--- src/rtl/icache_if.sv ---
// Fetch-side and memory-side signal bundle for the instruction cache.
// The slave view belongs to the cache; the master view drives it from outside.
interface icache_if #(
  parameter int unsigned LINE_BYTES = 16,
  parameter int unsigned ADDR_W     = 32
);
  logic                    ifu_en;
  logic [ADDR_W-1:0]       ifu_pc;
  logic                    ifu_valid;
  logic [31:0]             ifu_inst;
  logic                    mem_en;
  logic [ADDR_W-1:0]       mem_pc;
  logic                    mem_done;
  logic [LINE_BYTES*8-1:0] mem_data;

  modport slave (
    input  ifu_en, ifu_pc, mem_done, mem_data,
    output ifu_valid, ifu_inst, mem_en, mem_pc
  );

  modport master (
    output ifu_en, ifu_pc, mem_done, mem_data,
    input  ifu_valid, ifu_inst, mem_en, mem_pc
  );
endinterface

--- src/rtl/icache.sv ---
// Direct-mapped read-only instruction cache: serves one word per fetch and
// fills a whole line from the memory controller on a miss.
module icache #(
  parameter int unsigned LINE_BYTES = 16,
  parameter int unsigned INDEX_WID  = 4,
  parameter int unsigned ADDR_W     = 32
) (
  input  logic    clk,
  input  logic    rst,
  input  logic    rdy,
  input  logic    rollback,
  icache_if.slave bus
);
  localparam int unsigned OFF_W  = $clog2(LINE_BYTES);
  localparam int unsigned LINES  = 1 << INDEX_WID;
  localparam int unsigned TAG_W  = ADDR_W - OFF_W - INDEX_WID;
  localparam int unsigned LINE_W = LINE_BYTES * 8;

  typedef enum logic [1:0] {IDLE, MISS, RESP} state_e;

  state_e              state_q, state_d;
  logic [LINES-1:0]    valid_q, valid_d;
  logic [ADDR_W-1:0]   mem_pc_q, mem_pc_d;
  logic                mem_en_q, mem_en_d;
  logic                ifu_valid_q, ifu_valid_d;
  logic                valid_dly_q, valid_dly_d;
  logic [31:0]         ifu_inst_q, ifu_inst_d;
  logic [OFF_W-1:0]    off_q, off_d;
  logic                kill_q, kill_d;
  logic                fill_we;

  logic [TAG_W-1:0]    tag_mem  [LINES];
  logic [LINE_W-1:0]   data_mem [LINES];

  logic [INDEX_WID-1:0] req_idx, fill_idx;
  logic [TAG_W-1:0]     req_tag, fill_tag;
  logic                 hit;

  // Little-endian word at the word-aligned byte offset within a line.
  function automatic logic [31:0] get_word(logic [LINE_W-1:0] line, logic [OFF_W-1:0] off);
    logic [OFF_W-1:0] boff;
    boff = off & ~OFF_W'(3);
    return 32'(line >> (32'(boff) * 32'd8));
  endfunction

  assign req_idx  = bus.ifu_pc[OFF_W +: INDEX_WID];
  assign req_tag  = bus.ifu_pc[ADDR_W-1 -: TAG_W];
  assign fill_idx = mem_pc_q[OFF_W +: INDEX_WID];
  assign fill_tag = mem_pc_q[ADDR_W-1 -: TAG_W];
  assign hit      = valid_q[req_idx] && (tag_mem[req_idx] == req_tag);

  always_comb begin
    state_d     = state_q;
    valid_d     = valid_q;
    mem_pc_d    = mem_pc_q;
    mem_en_d    = mem_en_q;
    ifu_valid_d = 1'b0;
    valid_dly_d = ifu_valid_q;
    ifu_inst_d  = ifu_inst_q;
    off_d       = off_q;
    kill_d      = kill_q;
    fill_we     = 1'b0;
    unique case (state_q)
      IDLE: begin
        // A request still held across a pulse or the cycle after it is already served.
        if (bus.ifu_en && !rollback && !ifu_valid_q && !valid_dly_q) begin
          if (hit) begin
            ifu_valid_d = 1'b1;
            ifu_inst_d  = get_word(data_mem[req_idx], bus.ifu_pc[OFF_W-1:0]);
          end else begin
            mem_en_d = 1'b1;
            mem_pc_d = {bus.ifu_pc[ADDR_W-1:OFF_W], OFF_W'(0)};
            off_d    = bus.ifu_pc[OFF_W-1:0];
            state_d  = MISS;
          end
        end
      end
      MISS: begin
        if (rollback) kill_d = 1'b1;
        if (bus.mem_done) begin
          fill_we           = 1'b1;
          valid_d[fill_idx] = 1'b1;
          mem_en_d          = 1'b0;
          state_d           = RESP;
          // Answer straight from the returning line so the response lands one cycle after mem_done.
          if (!kill_q && !rollback) begin
            ifu_valid_d = 1'b1;
            ifu_inst_d  = get_word(bus.mem_data, off_q);
          end
        end
      end
      RESP: begin
        kill_d  = 1'b0;
        state_d = IDLE;
      end
      default: state_d = IDLE;
    endcase
  end

  always_ff @(posedge clk) begin
    if (rst) begin
      state_q     <= IDLE;
      valid_q     <= '0;
      mem_pc_q    <= '0;
      mem_en_q    <= 1'b0;
      ifu_valid_q <= 1'b0;
      valid_dly_q <= 1'b0;
      ifu_inst_q  <= '0;
      off_q       <= '0;
      kill_q      <= 1'b0;
    end else if (rdy) begin
      state_q     <= state_d;
      valid_q     <= valid_d;
      mem_pc_q    <= mem_pc_d;
      mem_en_q    <= mem_en_d;
      ifu_valid_q <= ifu_valid_d;
      valid_dly_q <= valid_dly_d;
      ifu_inst_q  <= ifu_inst_d;
      off_q       <= off_d;
      kill_q      <= kill_d;
    end
  end

  // Tag and data arrays need no reset; the valid bits gate every read.
  always_ff @(posedge clk) begin
    if (!rst && rdy && fill_we) begin
      tag_mem[fill_idx]  <= fill_tag;
      data_mem[fill_idx] <= bus.mem_data;
    end
  end

  assign bus.ifu_valid = ifu_valid_q;
  assign bus.ifu_inst  = ifu_inst_q;
  assign bus.mem_en    = mem_en_q;
  assign bus.mem_pc    = mem_pc_q;
endmodule

--- src/flat_wrapper.sv ---
// flat-port wrapper written by rule: the top's interface ports become plain ports
module icache_flat 
#(
  parameter int unsigned LINE_BYTES = 16,
  parameter int unsigned INDEX_WID  = 4,
  parameter int unsigned ADDR_W     = 32
)
  (clk, rst, rdy, rollback, bus_ifu_en, bus_ifu_pc, bus_mem_done, bus_mem_data, bus_ifu_valid, bus_ifu_inst, bus_mem_en, bus_mem_pc);
  icache_if #(.LINE_BYTES(LINE_BYTES), .ADDR_W(ADDR_W)) bus_i ();
  input  logic clk;
  input  logic rst;
  input  logic rdy;
  input  logic rollback;
  input wire logic [$bits(bus_i.ifu_en)-1:0] bus_ifu_en;
  input wire logic [$bits(bus_i.ifu_pc)-1:0] bus_ifu_pc;
  input wire logic [$bits(bus_i.mem_done)-1:0] bus_mem_done;
  input wire logic [$bits(bus_i.mem_data)-1:0] bus_mem_data;
  output wire logic [$bits(bus_i.ifu_valid)-1:0] bus_ifu_valid;
  output wire logic [$bits(bus_i.ifu_inst)-1:0] bus_ifu_inst;
  output wire logic [$bits(bus_i.mem_en)-1:0] bus_mem_en;
  output wire logic [$bits(bus_i.mem_pc)-1:0] bus_mem_pc;
  assign bus_i.ifu_en = bus_ifu_en;
  assign bus_i.ifu_pc = bus_ifu_pc;
  assign bus_i.mem_done = bus_mem_done;
  assign bus_i.mem_data = bus_mem_data;
  assign bus_ifu_valid = bus_i.ifu_valid;
  assign bus_ifu_inst = bus_i.ifu_inst;
  assign bus_mem_en = bus_i.mem_en;
  assign bus_mem_pc = bus_i.mem_pc;
  icache #(.LINE_BYTES(LINE_BYTES), .INDEX_WID(INDEX_WID), .ADDR_W(ADDR_W)) u_core (.clk(clk), .rst(rst), .rdy(rdy), .rollback(rollback), .bus(bus_i));
endmodule
--- config.mk ---
export PLATFORM = sky130hd
export DESIGN_NAME = icache_flat
export DESIGN_NICKNAME = d
export VERILOG_FILES = /design/src/rtl/icache_if.sv /design/src/rtl/icache.sv /design/src/flat_wrapper.sv
export SDC_FILE = /design/constraint.sdc
export NUM_CORES = 2
export LEC_CHECK = 0
export ABC_AREA = 1
export BUFFER_PORTS_ARGS = -buffer_cell sky130_fd_sc_hd__buf_2
export CELL_PAD_IN_SITES_DETAIL_PLACEMENT = 1
export CELL_PAD_IN_SITES_GLOBAL_PLACEMENT = 2
export CORE_ASPECT_RATIO = 0.5
export CORE_UTILIZATION = 47
export CTS_CLUSTER_DIAMETER = 80
export DETAILED_ROUTE_END_ITERATION = 16
export PLACE_DENSITY_LB_ADDON = 0.1
export SLEW_MARGIN = 20
export SYNTH_ARGS = -nofsm -noshare
export SYNTH_HDL_FRONTEND = slang
export SYNTH_SLANG_ARGS = --single-unit
--- constraint.sdc ---
create_clock -name clk -period 19.47 [get_ports clk]
set_input_delay 0.9735 -clock clk [delete_from_list [all_inputs] [get_ports clk]]
set_output_delay 0.9735 -clock clk [all_outputs]
set_load 0.1 [all_outputs]
== Yosys cells after proc, flatten, opt, wreduce, memory -nomap -nowiden ==
Memory sizes are Yosys's and may differ from the RTL's.
Index checks and enable logic that the tools add are counted.

* Bits of input ports: 166
* Bits in writable memories: 2432
* Memories: 2
* Logic and storage cells: 77
* Bits in registers: 86
* Bits in latches: 0
* Bits in read-only memories: 0
* Output and inout port bits: 66

{| class="wikitable"
|+ Memories
! memory !! depth !! bits a word !! read ports !! clocked after memory_dff !! wr ports !! RTL line !! RTL
|-
| u_core.data_mem || 16 || 128 || 1 || 0 || 1 || icache.sv:33 || <nowiki>logic [LINE_W-1:0] data_mem [LINES];</nowiki>
|-
| u_core.tag_mem || 16 || 24 || 1 || 0 || 1 || icache.sv:32 || <nowiki>logic [TAG_W-1:0] tag_mem [LINES];</nowiki>
|}

* Eq/ne operators: 9
* Reduce and logical (&&, ||, !) cells: 22
* Div/mod/pow operators: 0
* Multipliers: 0
* Multiplexer cells: 28
* $add $sub $neg: 0
* Shift operators: 2
* Bitwise operators: 2
* Magnitude comparators: 3

{| class="wikitable"
|+ Operators by type and width
! kind !! count
|-
| 128-bit by 7-bit >> shifter with 32-bit output || 2
|-
| 32-bit two-way mux || 4
|-
| 32-bit case mux with 2 select lines || 1
|-
| 24-bit == test || 1
|-
| 16-bit OR || 1
|-
| 1-bit two-way mux || 14
|-
| 4-bit by 5-bit less-than comparator with 1-bit output, second input constant || 2
|-
| 1-bit logical AND || 8
|-
| 4-bit AND reduction || 2
|-
| 2-bit two-way mux || 3
|-
| 2-bit by 1-bit != test with 1-bit output, second input constant || 3
|-
| 2-bit != test, second input constant || 3
|-
| 1-bit case mux with 2 select lines || 3
|-
| 3-bit AND reduction || 2
|-
| 6-bit AND reduction || 1
|-
| 1-bit zero test || 5
|-
| 5-bit AND reduction || 1
|-
| 1-bit binary-select mux with 4-bit select || 1
|-
| 1-bit demux with 4-bit select || 1
|-
| 4-bit by 1-bit greater-or-equal comparator with 1-bit output, second input constant || 1
|-
| 2-bit case mux with 2 select lines || 1
|-
| 2-bit nonzero test || 2
|-
| 2-bit by 1-bit == test with 1-bit output, second input constant || 1
|-
| 2-bit == test, second input constant || 1
|-
| other kinds (2) || 2
|}

== Logic depth before layout (Yosys ltp) ==
* Word-level depth: 6
* Gate-level depth with buffers: 21
* Gate-level depth less buffers: 18

== Least setup slack after synthesis ==
Ideal clock, no wire load.

* Kind: input to register
* Start: input rdy
* End: memory u_core.data_mem[12][0] (netlist name) (enable)
* Setup slack: 10.728 ns
* Stages on the path: 6
* Path buffers: 0
* Required time: 18.804 ns
* Setup time: 0.666 ns
* Arrival: 8.075 ns
* Path through: inv_1 > nor2_1 > nand3_1 > nor2_1 > nand3_1 > nor2_1

* Word-level cells in the longest chain between the ends: 4

{| class="wikitable"
|+ RTL lines
! element !! RTL line !! RTL
|-
| start: declaration || flat_wrapper.sv:12 || <nowiki>input logic rdy;</nowiki>
|-
| 1-bit logical AND (2 in series) || icache.sv:126 || <nowiki>if (!rst && rdy && fill_we) begin</nowiki>
|-
| 1-bit two-way mux || icache.sv:126 ||
|-
| 1-bit two-way mux (not written as such) || icache.sv:128 || <nowiki>data_mem[fill_idx] <= bus.mem_data;</nowiki>
|-
| end: declaration || icache.sv:33 ||
|}

No other way between the ends.

== Worst setup path in the final report ==
* Start: input bus_ifu_pc[4]
* End: register u_core.ifu_inst_q[5] (netlist: u_core.bus.ifu_inst[5])

* Word-level cells in the longest chain between the ends: 5
* Elaborated cells on any way between the ends: 12
* Those cells by class: eq/ne (2); shift (1); mux (5); reduce/logical (2); memory (2)

{| class="wikitable"
|+ RTL lines
! element !! RTL line !! RTL
|-
| start: declaration || flat_wrapper.sv:15 || <nowiki>input wire logic [$bits(bus_i.ifu_pc)-1:0] bus_ifu_pc;</nowiki>
|-
| memory 16 x 128 bit, or another cell as far along || -- ||
|-
| 128-bit by 7-bit >> shifter with 32-bit output, or another cell as far along || icache.sv:43 || <nowiki>return 32'(line >> (32'(boff) * 32'd8));</nowiki>
|-
| 32-bit two-way mux or 1-bit logical AND (tied branches) || icache.sv:67, icache.sv:50 ||
|-
| 32-bit two-way mux or 2-bit by 1-bit != test with 1-bit output (tied branches) || -- ||
|-
| 32-bit case mux with 2 select lines or 6-bit AND reduction (tied branches) || -- ||
|-
| end signal: assignment || icache.sv:118 || <nowiki>ifu_inst_q <= ifu_inst_d;</nowiki>
|-
| end: declaration || icache.sv:27 || <nowiki>logic [31:0] ifu_inst_q, ifu_inst_d;</nowiki>
|}

Parallel ways exist; a longest one is shown, timed or not. The select of a mux whose other input is x is not followed.
A chain may end at the register's enable or synchronous reset.

==> reports/results.ini <==
[pwr]
p_sw_mw = 2.54
swShare_pct = 23.0
p_comb_share_pct = 6.2
leakage_nw = 36.9
clockPowerShare_pct = 39.9
p_per_area_nw_per_um2 = 99.1
irDropWorstVdd_uv = 62.0
intPower_mw = 8.48
power_frac_seq_pct = 53.9

[yosys]
synth_edf_count = 2432
syn_area_um2 = 101000
synthXorXnorAreaFrac_pct = 0
synth-seq-area-share_pct = 74.2
netlist_instances = 8102
synth_seq_cells = 2516
ys_types = 39
synth-simple-area-share_pct = 11.3
yosysWarnings = 0
synth.area.mux_share_pct = 0
ys.flop_type = edfxtp_1
synth_top_family_by_area = simple AND/OR/NAND/NOR gates
synth-compound-area-share_pct = 11.2
postSynthAreaPerCell_um2 = 12.4
async_flop_share_pct = 0
synthAdderAreaFrac_pct = 0

[final_layout]
drive_gt1_share_pct = 8.81
finish.utilization_pct = 52.6
fillers = 21300
layout_commonest_cell = edfxtp_1
nets = 8274
area_growth_pct = 10.5
final_cell_mix = edfxtp_1, nor2_1, o21ai_0
fin_cells = 11100
multiInputGateArea_um2 = 22800
seq_area_um2 = 74700

[sta]
slew_viol_final = 0
fin_crit_sh_pct = 36.6
tightestPinTransition_ns = 1.14
fmax_ghz = 0.140
rsz0062_at_grt = no
hold_slack_ns = 0.361
period_needed_ns = 7.12
setup_viol = 0
clock_skew_ns = 0.0449
maxSlewHeadroom_pct = 23.7
fin_setup_tns_ns = 0
hold_violations = 0

[cts]
cts_root_buf = clkbuf_16
hold_buffers = 0
cts_buffer_depth = 4
htree_levels = 4
clk_pin_slew_ns = 0.07
ctsResizeCount = 0
cts.sinks = 2516
clk_latency_ns = 0.90
cts_tree = done
cts_buffers = 224
cts_setup_buffers = 0

[routing]
wl_per_cell_um = 29.8
drt-pass1-iter-count = 5
ant_nets = 0
drc_errors = 0
wl_um = 332000
drt_iter0_markers = 6912
via_per_inst = 6.13
vias = 68300

[outcome]
status = finished clean

[setup_path]
cp.required_ns = 20.29
critPathCaptureType = flop
crit_type = in2reg
worstPathMaxFanout = 190
worstPathArrival_ns = 7.94
startpoint_type = input port

[placed_design]
place_inst = 10700
dp_hpwl_um = 170000
place_congestion = 0.765
port_buffers = 225

[global_route]
grt_pass1_vias = 67200
grt_use_total_pct = 30.1
overflow = 0
grt_max_degree = 191
grt_pass1_wl_um = 476000
antenna_found_initial = 63

[job]
max_cap_viol_count = 0

[floorplanning]
dieArea_um2 = 216000
die_y_um = 329
num_rows = 119
die_x_um = 656
io_pins = 232
start_util_pct = 47.6
core_um2 = 212000

[worst_hold_path]
min_path_type = in2reg

stage by stage:
step / setup slack (ns) / cell area [um2] / power (mW)
finish: 12.35 / 111000 / 11.0
global route: 11.94 / 111000 / 11.3
CTS: 12.37 / 111000 / 11.1
detailed placement: 11.41 / 104000 / 6.73
global placement: 11.50 / 104000 / 6.72
floorplan: 10.73 / 101000 / 6.45
cell usage after synthesis (2+ instances only):
| cell | number | area [um2] |
|---|---|---|
| edfxtp_1 | 2432 | 73000 |
| nor2_1 | 1336 | 5010 |
| o21ai_0 | 1260 | 6310 |
| nand2_1 | 942 | 3540 |
| nand3_1 | 480 | 2400 |
| o22ai_1 | 441 | 2760 |
| clkbuf_1 | 324 | 1220 |
| inv_1 | 176 | 661 |
| buf_2 | 168 | 841 |
| o221ai_1 | 109 | 955 |
| o211ai_1 | 98 | 736 |
| dfxtp_1 | 84 | 1680 |
| a21oi_1 | 65 | 325 |
| buf_1 | 47 | 176 |
| buf_4 | 39 | 293 |
| or2_2 | 26 | 163 |
| nand4_1 | 25 | 156 |
| buf_6 | 7 | 78.8 |
| o21ai_1 | 7 | 35.0 |
| o221a_2 | 7 | 78.8 |
| o21bai_1 | 5 | 37.5 |
| nor2_2 | 3 | 18.8 |
| a21boi_1 | 2 | 15.0 |
| inv_4 | 2 | 12.5 |
| nand3b_1 | 2 | 15.0 |
| or2_1 | 2 | 12.5 |
final timing paths:
| path | startpoint | endpoint | slack (ns) | depth (start not counted) |
|---|---|---|---|---|
| setup / recovery | bus_ifu_pc[4] | u_core.bus.ifu_inst[5] | 12.35 | 15 |
| hold / removal | rdy | u_core.kill_q | 0.36 | 2 |
| setup reg to reg | u_core.state_q[1] | u_core.data_mem[6][112] | 13.14 | 9 |
| hold reg to reg | u_core.valid_q[2] | u_core.valid_q[2] | 0.46 | 2 |
power by group through the flow:
stage,Clock (mW),Combinational (mW),Sequential (mW)
final,4.40,0.682,5.94
after global routing,4.64,0.738,5.94
after CTS,4.45,0.680,5.94
after detailed placement,0,0.677,6.06
after global placement,0,0.666,6.06
after floorplan,0,0.369,6.08
critical path, stage by stage:
cell and delay (ns):
buf_8 0.35, buf_4 0.78, buf_4 0.78, buf_4 0.67, buf_4 0.79, buf_4 0.66
buf_12 0.60, o21ai_0 0.20, o22ai_1 0.21, o21ai_0 0.11, o211ai_1 0.54, nand3_1 0.20
a21boi_1 0.43, o21ai_0 0.20, nor2_1 0.13
registers in the layout, indices dropped and copies added, names as in the netlist:
register / count
u_core.valid_dly_q: 1
u_core.valid_q: 16
u_core.bus.ifu_inst: 32
u_core.kill_q: 1
u_core.bus.mem_en: 1
u_core.bus.mem_pc: 28
u_core.bus.ifu_valid: 1
u_core.data_mem: 2048
u_core.tag_mem: 384
u_core.off_q: 2
u_core.state_q: 2
kinds of logic after synthesis:
group,count (synthesis)
simple gates,2822
other cells,1
buf+inv,765
compound gates,1998
flops,2516
layer usage:
layer	share of wire [%]	routed length, um	GRT usage [%]	vias to the layer above
met3	6.2	20500	3.78	455
met1	45	149000	43.8	35900
li1	-	-	-	29600
met5	0.026	87	0	-
met4	2.1	7100	6.59	14
met2	47	155000	49.1	2325
cell type report:
class,instances,share of cell area [%]
tap,2843,3.20
timing repair buffer,362,2.13
clock inverter,113,0.788
antenna,8,0.0180
sequential,2516,67.2
multi-input combinational,4824,20.5
inverter,180,0.656
clock buffer,293,5.49
(Power assumes the default switching activity.)
